**src/rtl/cv32e40p_alu_tmr_voter.sv**
```systemverilog
// Majority voter for the triplicated ALU outputs with per-replica persistence
// tracking that degrades TMR -> DMR -> FAIL.
module cv32e40p_alu_tmr_voter #(
    parameter int unsigned PERSIST_THRESH = 4,
    parameter int unsigned CNT_WIDTH      = 16
) (
    input  logic                 clk_i,
    input  logic                 rst_ni,
    input  logic                 valid_i,
    input  logic                 clear_i,
    input  logic [31:0]          alu_result_zoix1_i,
    input  logic [31:0]          alu_result_zoix2_i,
    input  logic [31:0]          alu_result_zoix3_i,
    input  logic                 alu_cmp_result_zoix1_i,
    input  logic                 alu_cmp_result_zoix2_i,
    input  logic                 alu_cmp_result_zoix3_i,
    input  logic                 alu_ready_zoix1_i,
    input  logic                 alu_ready_zoix2_i,
    input  logic                 alu_ready_zoix3_i,
    output logic [31:0]          voted_result_o,
    output logic                 voted_cmp_o,
    output logic                 voted_ready_o,
    output logic                 voted_valid_o,
    output logic                 mismatch_o,
    output logic                 uncorrectable_o,
    output logic [2:0]           replica_fault_o,
    output logic [1:0]           mode_o,
    output logic [CNT_WIDTH-1:0] err_count_o
);

    typedef enum logic [1:0] {
        MODE_TMR  = 2'b00,
        MODE_DMR  = 2'b01,
        MODE_FAIL = 2'b10
    } mode_e;

    localparam int unsigned VW     = 34;
    localparam logic [3:0]  THRESH = 4'(PERSIST_THRESH);

    logic [VW-1:0] v1, v2, v3, maj, healthy_lo, healthy_hi, sel;
    logic [2:0]    dis;
    logic [1:0]    n_dis;
    logic          any_mis;

    mode_e                mode_q, mode_d;
    logic [2:0]           fault_q, fault_d;
    logic [2:0][3:0]      pcnt_q, pcnt_d;
    logic [CNT_WIDTH-1:0] err_q, err_d;
    logic [VW-1:0]        vote_q;
    logic                 valid_q, mismatch_q, mismatch_d, uncorr_q, uncorr_d;

    assign v1 = {alu_ready_zoix1_i, alu_cmp_result_zoix1_i, alu_result_zoix1_i};
    assign v2 = {alu_ready_zoix2_i, alu_cmp_result_zoix2_i, alu_result_zoix2_i};
    assign v3 = {alu_ready_zoix3_i, alu_cmp_result_zoix3_i, alu_result_zoix3_i};

    assign maj   = (v1 & v2) | (v1 & v3) | (v2 & v3);
    assign dis   = {v3 != maj, v2 != maj, v1 != maj};
    assign n_dis = 2'(dis[0]) + 2'(dis[1]) + 2'(dis[2]);

    // The two replicas still trusted once one has been retired.
    assign healthy_lo = fault_q[0] ? v2 : v1;
    assign healthy_hi = fault_q[2] ? v2 : v3;

    assign sel     = (mode_q == MODE_TMR) ? maj  : healthy_lo;
    assign any_mis = (mode_q == MODE_TMR) ? |dis : (healthy_lo != healthy_hi);

    always_comb begin
        // NOTE: every signal gets a default before any branch so no latch is inferred.
        mode_d     = mode_q;
        fault_d    = fault_q;
        pcnt_d     = pcnt_q;
        err_d      = err_q;
        mismatch_d = 1'b0;
        uncorr_d   = (mode_q == MODE_FAIL);

        if (clear_i) begin
            mode_d   = MODE_TMR;
            fault_d  = '0;
            pcnt_d   = '0;
            err_d    = '0;
            uncorr_d = 1'b0;
        end else if (valid_i) begin
            mismatch_d = any_mis;
            if (any_mis && !(&err_q)) err_d = err_q + CNT_WIDTH'(1);

            unique case (mode_q)
                MODE_TMR: begin
                    uncorr_d = (n_dis >= 2'd2);
                    // Uncorrectable samples tell us nothing about which replica is bad.
                    if (n_dis < 2'd2) begin
                        for (int k = 0; k < 3; k++) begin
                            if (dis[k]) pcnt_d[k] = (pcnt_q[k] >= THRESH) ? THRESH : pcnt_q[k] + 4'd1;
                            else        pcnt_d[k] = '0;
                            if (pcnt_d[k] == THRESH) begin
                                fault_d[k] = 1'b1;
                                mode_d     = MODE_DMR;
                            end
                        end
                    end
                end
                MODE_DMR: begin
                    uncorr_d = any_mis;
                    if (any_mis) mode_d = MODE_FAIL;
                end
                default: uncorr_d = 1'b1;
            endcase
        end
    end

    always_ff @(posedge clk_i or negedge rst_ni) begin
        if (!rst_ni) begin
            mode_q     <= MODE_TMR;
            fault_q    <= '0;
            pcnt_q     <= '0;
            err_q      <= '0;
            vote_q     <= '0;
            valid_q    <= 1'b0;
            mismatch_q <= 1'b0;
            uncorr_q   <= 1'b0;
        end else begin
            // NOTE: non-blocking assignments so every register samples pre-edge values.
            mode_q     <= mode_d;
            fault_q    <= fault_d;
            pcnt_q     <= pcnt_d;
            err_q      <= err_d;
            valid_q    <= valid_i;
            mismatch_q <= mismatch_d;
            uncorr_q   <= uncorr_d;
            if (valid_i) vote_q <= sel;
        end
    end

    assign {voted_ready_o, voted_cmp_o, voted_result_o} = vote_q;
    assign voted_valid_o   = valid_q;
    assign mismatch_o      = mismatch_q;
    assign uncorrectable_o = uncorr_q;
    assign replica_fault_o = fault_q;
    assign mode_o          = mode_q;
    assign err_count_o     = err_q;

endmodule

```
**config.mk**
```make
export PLATFORM = sky130hd
export DESIGN_NAME = cv32e40p_alu_tmr_voter
export DESIGN_NICKNAME = d
export VERILOG_FILES = /design/src/rtl/cv32e40p_alu_tmr_voter.sv
export SDC_FILE = /design/constraint.sdc
export NUM_CORES = 1
export LEC_CHECK = 0
export BUFFER_PORTS_ARGS = -buffer_cell sky130_fd_sc_hd__buf_2
export CAP_MARGIN = 30
export CORE_MARGIN = 5
export CORE_UTILIZATION = 30
export CTS_CLUSTER_DIAMETER = 60
export DETAILED_ROUTE_END_ITERATION = 8
export PLACE_DENSITY_LB_ADDON = 0.05
export SLEW_MARGIN = 20
export SYNTH_ARGS = -nofsm -noshare
export SYNTH_HDL_FRONTEND = slang
export SYNTH_SLANG_ARGS = --single-unit
```
**constraint.sdc**
```tcl
create_clock -name clk_i -period 3.2 [get_ports clk_i]
set_clock_uncertainty 0.05 [all_clocks]
set_input_delay 0.32 -clock clk_i [delete_from_list [all_inputs] [get_ports clk_i]]
set_output_delay 0.32 -clock clk_i [all_outputs]
set_load 0.03 [all_outputs]
```
**After elaboration in Yosys (flattened, before gate mapping)**

Cells that the tools add are included.

- $add $sub $neg: 6
- Mux-type cells: 49
- $lt $le $gt $ge: 5
- Bitwise logic cells: 5
- Divide/modulo/power cells: 0
- Multiply operators: 0
- Shifts and indexed selects: 0
- Reduce and logical (&&, ||, !) cells: 19
- Equal/unequal tests: 12

Operators with widths:

| cell | number |
|---|---|
| 34-bit != test | 4 |
| 34-bit AND | 3 |
| 34-bit 2-to-1 mux | 3 |
| 4-bit 2-to-1 mux | 18 |
| 34-bit bitwise OR | 2 |
| 12-bit 2-to-1 mux | 4 |
| 16-bit 2-to-1 mux | 3 |
| 16-bit by 1-bit adder with 16-bit output (second input constant) | 1 |
| 16-bit AND reduction | 1 |
| 2-bit 2-to-1 mux | 7 |
| 2-bit nonzero test | 7 |
| 4-bit by 1-bit adder with 4-bit output (second input constant) | 3 |
| 4-bit by 3-bit equality test with 1-bit output (second input constant) | 3 |
| 4-bit by 3-bit >= comparator with 1-bit output (second input constant) | 3 |
| 3-bit 2-to-1 mux | 4 |
| 4-bit AND reduction | 3 |
| 1-bit 2-to-1 mux | 8 |
| 5-bit by 2-bit != test with 1-bit output (second input constant) | 1 |
| 5-bit AND reduction | 1 |
| 2-bit case mux with 2 select lines | 1 |
| 3-bit by 2-bit != test with 1-bit output (second input constant) | 1 |
| 3-bit != test (second input constant) | 1 |
| 3-bit AND reduction | 1 |
| 3-bit nonzero test | 1 |
| 12 further kinds | 12 |

- ROM bits: 0
- Register bits after elaboration: 70
- Memories: 0
- Logic and storage cells: 108
- Output and inout port bits: 58
- RAM bits: 0
- Input port bits: 106
- Latch bits: 0

**Longest topological paths before layout**

Gate-level depths: netlist of run 1.

- Depth after elaboration: 19
- Depth in mapped cells: 14
- Gate-level depth less buffers: 13

**Worst setup path after synthesis of run 1**

Ideal clock, no wire load.

- Path type: input -> register
- Start: input alu_result_zoix1_i[14]
- End: register pcnt_q[10] (netlist bit)
- Stages on the path: 11
- Setup time: 66 ps
- Buffers on the path: 1
- Required time: 3084 ps
- Arrival time: 3405 ps
- Setup slack: -320 ps
- Path through: clkbuf_1 -> mux2_2 -> or4_4 -> nor4_4 -> nand2_1 -> ha_1 -> or3_1 -> or2_2 -> a221oi_1 -> o21a_1 -> o22a_1

- Cells in the longest elaborated chain, start to end: 13
- Elaborated cells between the ends (all ways): 21
- Classes of those cells: 2 x add/sub; 1 x order compare; 3 x eq/ne; 9 x mux; 4 x bitwise; 2 x reduce/logical

RTL lines:

| what | line | source |
|---|---|---|
| start: declaration | 11 | `input logic [31:0] alu_result_zoix1_i,` |
| 34-bit AND | 56 | `assign maj = (v1 & v2) \| (v1 & v3) \| (v2 & v3);` |
| 34-bit bitwise OR (2 in series) | 56 |  |
| 34-bit != test | 57 | `assign dis = {v3 != maj, v2 != maj, v1 != maj};` |
| 4-bit 2-to-1 mux | 92 | `if (dis[k]) pcnt_d[k] = (pcnt_q[k] >= THRESH) ? THRESH : pcnt_q[k] + 4'd1;` |
| 4-bit 2-to-1 mux | 90 | `if (n_dis < 2'd2) begin` |
| 4-bit 2-to-1 mux | 86 | `unique case (mode_q)` |
| 4-bit 2-to-1 mux | 82 | `end else if (valid_i) begin` |
| 4-bit 2-to-1 mux | 76 | `if (clear_i) begin` |
| 12-bit 2-to-1 mux | 90 |  |
| 12-bit 2-to-1 mux | 86 |  |
| 12-bit 2-to-1 mux | 82 |  |
| 12-bit 2-to-1 mux | 76 |  |
| end signal: assignment | 124 | `pcnt_q <= pcnt_d;` |
| end: declaration | 47 | `logic [2:0][3:0] pcnt_q, pcnt_d;` |

Several ways; a longest one is shown, not always the timed one. The select of a mux whose other input is x is not followed.
A chain may end at the register's enable or synchronous reset.

**Final worst setup path of run 1**

- Start: register fault_q[2], in the netlist replica_fault_o[2]
- End: register err_q[12], in the netlist err_count_o[12]

- Cells in the longest elaborated chain, start to end: 6

RTL lines:

| what | line | source |
|---|---|---|
| start: declaration | 46 | `logic [2:0] fault_q, fault_d;` |
| start signal: assignment | 123 | `fault_q <= fault_d;` |
| 34-bit 2-to-1 mux | 62 | `assign healthy_hi = fault_q[2] ? v2 : v3;` |
| 34-bit != test | 65 | `assign any_mis = (mode_q == MODE_TMR) ? \|dis : (healthy_lo != healthy_hi);` |
| 1-bit 2-to-1 mux | 65 |  |
| 1-bit logical AND | 84 | `if (any_mis && !(&err_q)) err_d = err_q + CNT_WIDTH'(1);` |
| 2-bit nonzero test (no source line) | -- |  |
| 2-bit AND reduction (no source line) | -- |  |
| end signal: assignment | 125 | `err_q <= err_d;` |
| end: declaration | 48 | `logic [CNT_WIDTH-1:0] err_q, err_d;` |

Every way passes these cells.

==> summary.md, run 1 <==
| Metric | Value |
|---|---|
| Status | `finished, final reports clean` |
| Post-route DRC violation count | `0` |
| Total power | `around 3.1 mW` |
| Fmax achieved | `325 MHz` |
| Period utilization | `0.962` |
| Cell Rows | `57` |
| RD Place Congestion | `~0.94` |
| Total CTS buffers | `9` |
| Top FF cell, synth | `dfrtp_1` |
| FF+latch count, synth | `70` |
| Pwr per Cell Area | `317 mW/mm²` |
| Leak | `4.30 nW` |
| Crit path DAT | `3290 ps` |
| First-pass GRT wire length | `46.9 mm` |
| CTS tree | `done` |
| P&R area growth vs syn | `33.6%` |
| CTS Buffer Depth | `2` |
| Die footprint | `between 0.02 and 0.03 mm²` |
| Synth area leaders | `dfrtp_1, mux2i_1, clkbuf_1` |
| Critical Path Source Type | `flip-flop` |
| TNS Setup | `0 ps` |
| Post-Syn Instances | `roughly 960` |
| VDD IR max | `about 0.19 mV` |
| Detailed-placement wirelength estimate | `24.7 mm` |
| DR pass1 iterations | `5` |
| Critical path class | `flip-flop to flip-flop` |
| Worst hold path type | `input pin to flip-flop` |
| Slew margin rel. | `0.558` |
| Worst-path cell chain | `buf_12 > mux2i_1 > o2bb2ai_1 > nor4_1 > o311ai_0 > nor3_1 > buf_4 > o311a_1 > buf_12 > buf_4 > or4_1 > a21oi_1` |
| GRT Total Usage | `0.216` |
| Cell area after layout | `just under 0.01 mm²` |
| Area after DPL | `~0.0095 mm²` |
| Routed length per instance | `20.3 µm` |
| Vias in the first global route | `a little under 8k` |
| Root buffer cell | `clkbuf_16` |
| Final net count | `around 1.3k` |
| Post-synth top area share | `0.239` |
| CTS Sinks | `70` |
| Ports | `roughly 160` |
| Netlist Area Pre-Place | `about 0.0073 mm²` |
| CP max FO | `23` |
| Synth cell types | `73` |
| Crit end category | `flip-flop` |
| Pin count of the biggest net entering global routing | `47` |
| Slew @ Worst Pin | `664 ps` |
| DRT Wirelength | `30.8 mm` |
| Max cap viols | `0` |
| Multiplexer share of the synthesized area | `0.0791` |
| Fraction of layout cells with a size suffix above 1 | `0.318` |
| Synth Area in Simple Gates | `0.316` |
| Area of the core | `roughly 0.024 mm²` |
| Hold Vio Cnt, Final | `0` |
| RSZ-0062 raised after global routing | `no` |
| Data required time of the worst path | `about 3400 ps` |
| Die Y | `166 µm` |
| Port-buffer cells | `between 150 and 200` |
| Largest area contributor in the netlist | `dfrtp_1` |
| Worst-Skew Late Latency | `around 360 ps` |
| CP max-delay cell | `or4_1` |
| Starting Density | `0.303` |
| Final Setup Violations | `0` |
| Synth Area in XOR/XNOR | `0.0562` |
| Sequential-to-total area share from yosys stat | `0.239` |
| Max incr delay on CP | `roughly 500 ps` |
| Largest family of logic cells by synthesized area | `simple AND/OR/NAND/NOR gates` |
| Compound-Gate Fraction of Synth Area | `0.224` |
| Adder-Cell Fraction of Synth Area | `0.00854` |
| Yosys warns | `0` |
| Mapped Nets | `between 1k and 1.5k` |
| Tmin final | `3080 ps` |
| Via count | `~8k` |
| Syn Area/Cell | `between 7 and 8 µm²` |
| Clk slew on worst S/H paths | `around 60 ps` |
| Setup bufs post-CTS | `0` |
| Antenna violations before repair | `5` |
| Antenna-violating nets left | `0` |
| Vias/cell | `between 5 and 6` |
| Synth async-reset ratio | `1.00` |
| Post-synth EDFFs | `0` |
| GRT overflow | `0` |
| Drt initial violations | `about 520` |
| Slew Viols, Final | `0` |
| H-Tree Depth | `3` |
| Die outline width | `166 µm` |
==> logic make-up after synthesis <==
| kind of cell | count (synthesis) |
|---|---|
| buffers and inverters | 142 |
| flip-flops | 70 |
| adder cells (fa/ha/maj) | 5 |
| multiplexers | 56 |
| AND/OR/NAND/NOR | 407 |
| XOR/XNOR | 47 |
| AO/OA/AOI/OAI | 228 |
==> layer usage <==
metal	up-vias	routed length, µm	track usage
met5	-	52	0
met4	8	884	0.0687
met3	44	1780	0.0474
met2	224	13300	0.334
met1	3794	14700	0.301
li1	3976	-	-
==> timing repair <==
item	CTS	global route
endpoints found under the hold margin	36	0
hold buffers	1	0
setup endpoints to repair	10	7
resized for setup	1	2
==> cell usage after synthesis, drive strengths merged (3+ instances only) <==
cell type and number:
nand2 78, nor2 70, a22o 3, and3 3, o2111ai 8, buf 19, ha 5, nor3b 27
dfrtp 70, o41ai 34, nand2b 49, a32o 4, a21oi 45, nor2b 39, or2 4, inv 23
a31oi 7, nand4 15, xnor2 35, o21ai 13, nor4 33, o31ai 6, or3b 5, or4 7
mux2 15, and3b 17, a211oi 39, o22ai 30, clkbuf 99, nand3 12, a2111oi 7, mux2i 41
a221oi 7, xor2 12, and2 3, nand3b 17, nor3 16, or3 7
==> metrics by stage <==
| stage | instances | worst slack (ps) | hold slack, ps | util |
|---|---|---|---|---|
| floorplan | 955 | 17.2 | -25.6 | - |
| global placement | 1494 | -527 | 309 | 0.391 |
| detailed placement | 1494 | -552 | 304 | 0.391 |
| CTS | 1511 | 51.9 | 119 | 0.404 |
| global route | 1512 | 2.07 | 127 | 0.405 |
| finish | 1512 | 122 | 134 | 0.405 |
==> registers in the layout, indices dropped and copies added (netlist names) <==
signal,cells
mode_o,2
err_count_o,16
voted_valid_o,1
uncorrectable_o,1
mismatch_o,1
vote_q,34
replica_fault_o,3
pcnt_q,12
==> cell type report <==
class | instances | area [µm²]
sequential | 70 | 1750
multi-input combinational | 743 | 5080
clock buffer | 10 | 229
clock inverter | 6 | 70.1
tap | 324 | 405
timing repair buffer | 334 | 2150
fill | 2546 | 14400
antenna | 1 | 2.50
inverter | 24 | 90.1
==> cells in the final DEF, fill, tap and decap left out, drive strengths merged, types with 8 or more instances in the layout <==
master / instances
o2111ai: 8
mux2i: 41
nand4: 15
nand2b: 49
nand3b: 17
and3b: 17
a21oi: 45
nand3: 12
mux2: 15
nor4: 33
buf: 333
nor3b: 27
nand2: 78
xor2: 12
nor3: 16
o41ai: 34
dfrtp: 70
o22ai: 30
nor2b: 39
a211oi: 39
o21ai: 13
nor2: 70
clkbuf: 10
inv: 26
xnor2: 35
==> worst paths after layout <==
check / from / slack, ps / endpoint / depth (start not counted)
worst min-delay path: valid_i / 130 / voted_valid_o$_DFF_PN0_ / 1
worst max register to register: replica_fault_o[2]$_DFFE_PN0P_ / 120 / err_count_o[12]$_DFFE_PN0P_ / 12
worst max-delay path: replica_fault_o[2]$_DFFE_PN0P_ / 120 / err_count_o[12]$_DFFE_PN0P_ / 12
min in group asynchronous: rst_ni / 430 / vote_q[20]$_DFFE_PN0P_ / 2
worst min register to register: vote_q[31]$_DFFE_PN0P_ / 430 / vote_q[31]$_DFFE_PN0P_ / 2
max in group asynchronous: rst_ni / 1940 / vote_q[2]$_DFFE_PN0P_ / 3
==> power breakdown <==
| part | internal (mW) | switching (mW) | total (mW) |
|---|---|---|---|
| Combinational | 0.432 | 0.612 | 1.04 |
| Clock | 0.612 | 0.479 | 1.09 |
| Sequential | 0.939 | 0.0315 | 0.970 |
==> worst max-delay path, delay by kind of cell (launching register included) <==
kind,cells,cell delay [ps]
muxes,1,280
buffers and inverters,4,690
AOI/OAI and AO/OA,4,820
DFF,1,430
and+or+nand+nor,3,710
(Power assumes the default switching activity.)
==> run 2: changes to the inputs <==
Settings changed: BUFFER_PORTS_ARGS -buffer_cell sky130_fd_sc_hd__buf_2 to default, DONT_BUFFER_PORTS from default to 1.
==> run 2 against run 1 <==
  * Combinational power down 49%
  * Sequential share of layout area up 3.6 points
  * Global-route usage down 0.33 points
  * Critical path depth down 1
  * Cell area down 17%
  * Largest cell class unchanged
  * Sequential power up 12%
  * Clock power up 8%
  * Register-to-register slack about the same
  * Non-clock buffer count down 275
  * Clock-buffer cell count down 1
  * First-iteration DRC count down 22%
  * Core utilization down 6.7 points
==> summary.md, run 2 (synthesis gave the netlist of run 1 again) <==
| Metric | Value |
|---|---|
| Status | `finished, final reports clean` |
| P&R area growth vs syn | `11.3%` |
| Switching power | `0.917 mW (-18%)` |
| R2R depth | `11 (-1)` |
| Total CTS buffers | `9 (unchanged)` |
| Area of the core | `0.0242 mm² (unchanged)` |
| P_int | `1.89 mW (-4.7%)` |
| CP max-delay cell | `or4_1` |
| Slew Viols, Final | `0 (unchanged)` |
| Period utilization | `0.965 (+0.00312)` |
| Slew @ Worst Pin | `705 ps (+41.6 ps)` |
| Setup bufs post-CTS | `0 (unchanged)` |
| Wire length on met1 | `13.3 mm (-9.8%)` |
| CTS Sinks | `70 (unchanged)` |
| RSZ-0062 raised after global routing | `no` |
| Die Y | `166 µm (unchanged)` |
| Multi-input logic area | `0.00507 mm² (-0.27%)` |
| Slew margin rel. | `0.524 (-0.0337)` |
| Sequential fraction of design power | `0.390 (+0.077)` |
| Final net count | `1,018 (-21%)` |
| Via count | `7,179 (-11%)` |
| Vias in the first global route | `6,985 (-10%)` |
| Final Setup Violations | `0 (unchanged)` |
| Critical Path Source Type | `flip-flop` |
| Data required time of the worst path | `3420 ps (about the same)` |
| DR WL met2 | `14.7 mm (+10%)` |
| Fin cells | `1,235 (-18%)` |
| DRT Wirelength | `30.7 mm (-0.28%)` |
| Pwr per Cell Area | `344 mW/mm² (+8.4%)` |
| ANT cells | `0 (-1)` |
| Worst-path cell chain | `buf_12 > mux2i_1 > o2bb2ai_1 > nor4_1 > o311ai_0 > nor3_1 > o311a_1 > buf_12 > buf_4 > or4_1 > a21oi_1` |
| Number of fillers in the final layout | `2,552 (+0.24%)` |
| Worst-Skew Late Latency | `350 ps (about the same)` |
| Met3 routed WL | `2.30 mm (+29%)` |
| RR Startpoint | `replica_fault_o[2]$_DFFE_PN0P_` |
| Antenna violations before repair | `0 (-5)` |
| Vias/cell | `5.81 (+9.2%)` |
| Pin count of the biggest net entering global routing | `71 (+51%)` |
| Worst path bufs/invs | `3 (-1)` |
| Critical path class | `flip-flop to flip-flop` |
| Post-route setup slack | `112 ps (-9.98 ps)` |
| Register area | `0.00175 mm² (about the same)` |
| Clk slew on worst S/H paths | `60 ps (about the same)` |
| Crit path max-delay family | `compound AO/OA/AOI/OAI gates` |
| Commonest non-fill, non-tap cell in the layout | `nand2_1` |
| GRT Total Usage | `0.213 (-0.00329)` |
| RD Place Congestion | `0.871 (-7.2%)` |
| Worst Hold End | `uncorrectable_o$_DFF_PN0_` |
| Largest register FFs | `34 (unchanged)` |
| Antenna-violating nets left | `0 (unchanged)` |
| Hold_ws | `95.0 ps (-39.3 ps)` |
| Post-placement worst setup slack | `-316 ps (+236 ps)` |
| Detailed-placement wirelength estimate | `24.1 mm (-2.6%)` |
| Max cap viols | `0 (unchanged)` |
| Crit end category | `flip-flop` |
| Fmax achieved | `324 MHz (-0.32%)` |
| Post-Place Cells | `1,216 (-19%)` |
| Clock power frac | `0.421 (+0.070)` |
| Max incr delay on CP | `500 ps (about the same)` |
| Hold_sp | `valid_i` |
| Fraction of layout cells with a size suffix above 1 | `0.110 (-0.208)` |
| TNS Setup | `0 ps (unchanged)` |
| Tmin final | `3090 ps (+9.98 ps)` |
| Crit path DAT | `3300 ps (about the same)` |
| CP max FO | `17 (-26%)` |
| Post-route DRC violation count | `0 (unchanged)` |
| Logic gate share of total power | `0.189 (-0.147)` |
| Cell Rows | `57 (unchanged)` |
| CTS Buffer Depth | `2 (unchanged)` |
| First-pass GRT wire length | `45.4 mm (-3.1%)` |
| Starting Density | `0.303 (unchanged)` |
| Cell mode on critical path | `buf_12` |
| CTS tree | `done` |
| Most frequent cells in the layout | `nand2_1, nor2_1, dfrtp_1, buf_4, nand2b_1` |
| Leak | `3.09 nW (-28%)` |
| H-Tree Depth | `3 (unchanged)` |
| Hold Vio Cnt, Final | `0 (unchanged)` |
| Flop-to-flop setup slack | `110 ps (about the same)` |
| DR pass1 iterations | `5 (unchanged)` |
| GRT overflow | `0 (unchanged)` |
| Worst hold path type | `input pin to flip-flop` |
| Die footprint | `0.0276 mm² (unchanged)` |
| Worst R2R End | `err_count_o[15]$_DFFE_PN0P_` |
| Ports | `164 (unchanged)` |
| DR top layer | `met4` |
| Root buffer cell | `clkbuf_16` |
| Net Sw Frac | `0.327 (-0.0346)` |
| Hold-critical path depth | `2 (+1)` |
| Port-buffer cells | `0 (-100%)` |
| Post-layout util | `0.337 (-0.0674)` |
| Drt initial violations | `405 (-22%)` |
| VDD IR max | `0.232 mV (+23%)` |
| Top reg by flops | `vote_q` |
| Die outline width | `166 µm (unchanged)` |
| Routed length per instance | `24.8 µm (+22%)` |
[run 2: cell types whose count changed in the layout (fill, tap and decap cells not counted), sizes merged]
| cell | change |
|---|---|
| buf | -277 |
| clkinvlp | -2 |
| dlygate4sd3 | +2 |
| bufinv | +1 |
| clkbuf | -1 |
| clkinv | +1 |
| diode | -1 |
[run 2: power by group through the flow]
| stage | logic (mW) | registers (mW) | clock network (mW) |
|---|---|---|---|
| floorplan | 0.476 | 1.10 | 0 |
| global placement | 0.500 | 1.11 | 0 |
| detailed placement | 0.500 | 1.11 | 0 |
| CTS | 0.534 | 1.10 | 1.20 |
| global route | 0.577 | 1.10 | 1.23 |
| finish | 0.530 | 1.09 | 1.18 |
[run 2: metal layers]
metal | vias up | track usage
li1 | 3409 | -
met5 | - | 0
met4 | 0 | 0.0402
met2 | 219 | 0.364
met3 | 21 | 0.0638
met1 | 3530 | 0.268
[run 2: worst max path at each step]
stage | from | end | slack, ps | cells after the start
after floorplan | alu_result_zoix1_i[8] | pcnt_q[10]$_DFFE_PN0P_ | 20 | 12
after CTS | alu_result_zoix2_i[13] | pcnt_q[2]$_DFFE_PN0P_ | 40 | 12
after detailed placement | alu_result_zoix2_i[13] | pcnt_q[2]$_DFFE_PN0P_ | -320 | 12
after global routing | alu_result_zoix1_i[28] | pcnt_q[2]$_DFFE_PN0P_ | 30 | 11
final | replica_fault_o[2]$_DFFE_PN0P_ | err_count_o[15]$_DFFE_PN0P_ | 110 | 11
after global placement | alu_result_zoix2_i[13] | pcnt_q[10]$_DFFE_PN0P_ | -330 | 12
[run 2: layout make-up]
cell class,count,share of cell area
Sequential cell,70,0.215
Tap cell,324,0.0497
Clock buffer,9,0.0276
Timing Repair Buffer,59,0.0638
Inverter,24,0.0110
Multi-Input combinational cell,743,0.621
Clock inverter,6,0.0115
[run 2: metrics by stage]
stage | power (mW) | cell area, µm²
final | 2.81 | 8160
after global routing | 2.91 | 8160
after CTS | 2.83 | 8150
after detailed placement | 1.61 | 7780
after global placement | 1.61 | 7780
after floorplan | 1.57 | 7390
[run 2: what timing repair did]
item | CTS | global route
hold endpoints to repair | 80 | 0
setup endpoints to repair | 0 | 8
hold buffers | 4 | 0
resized for setup | 0 | 2
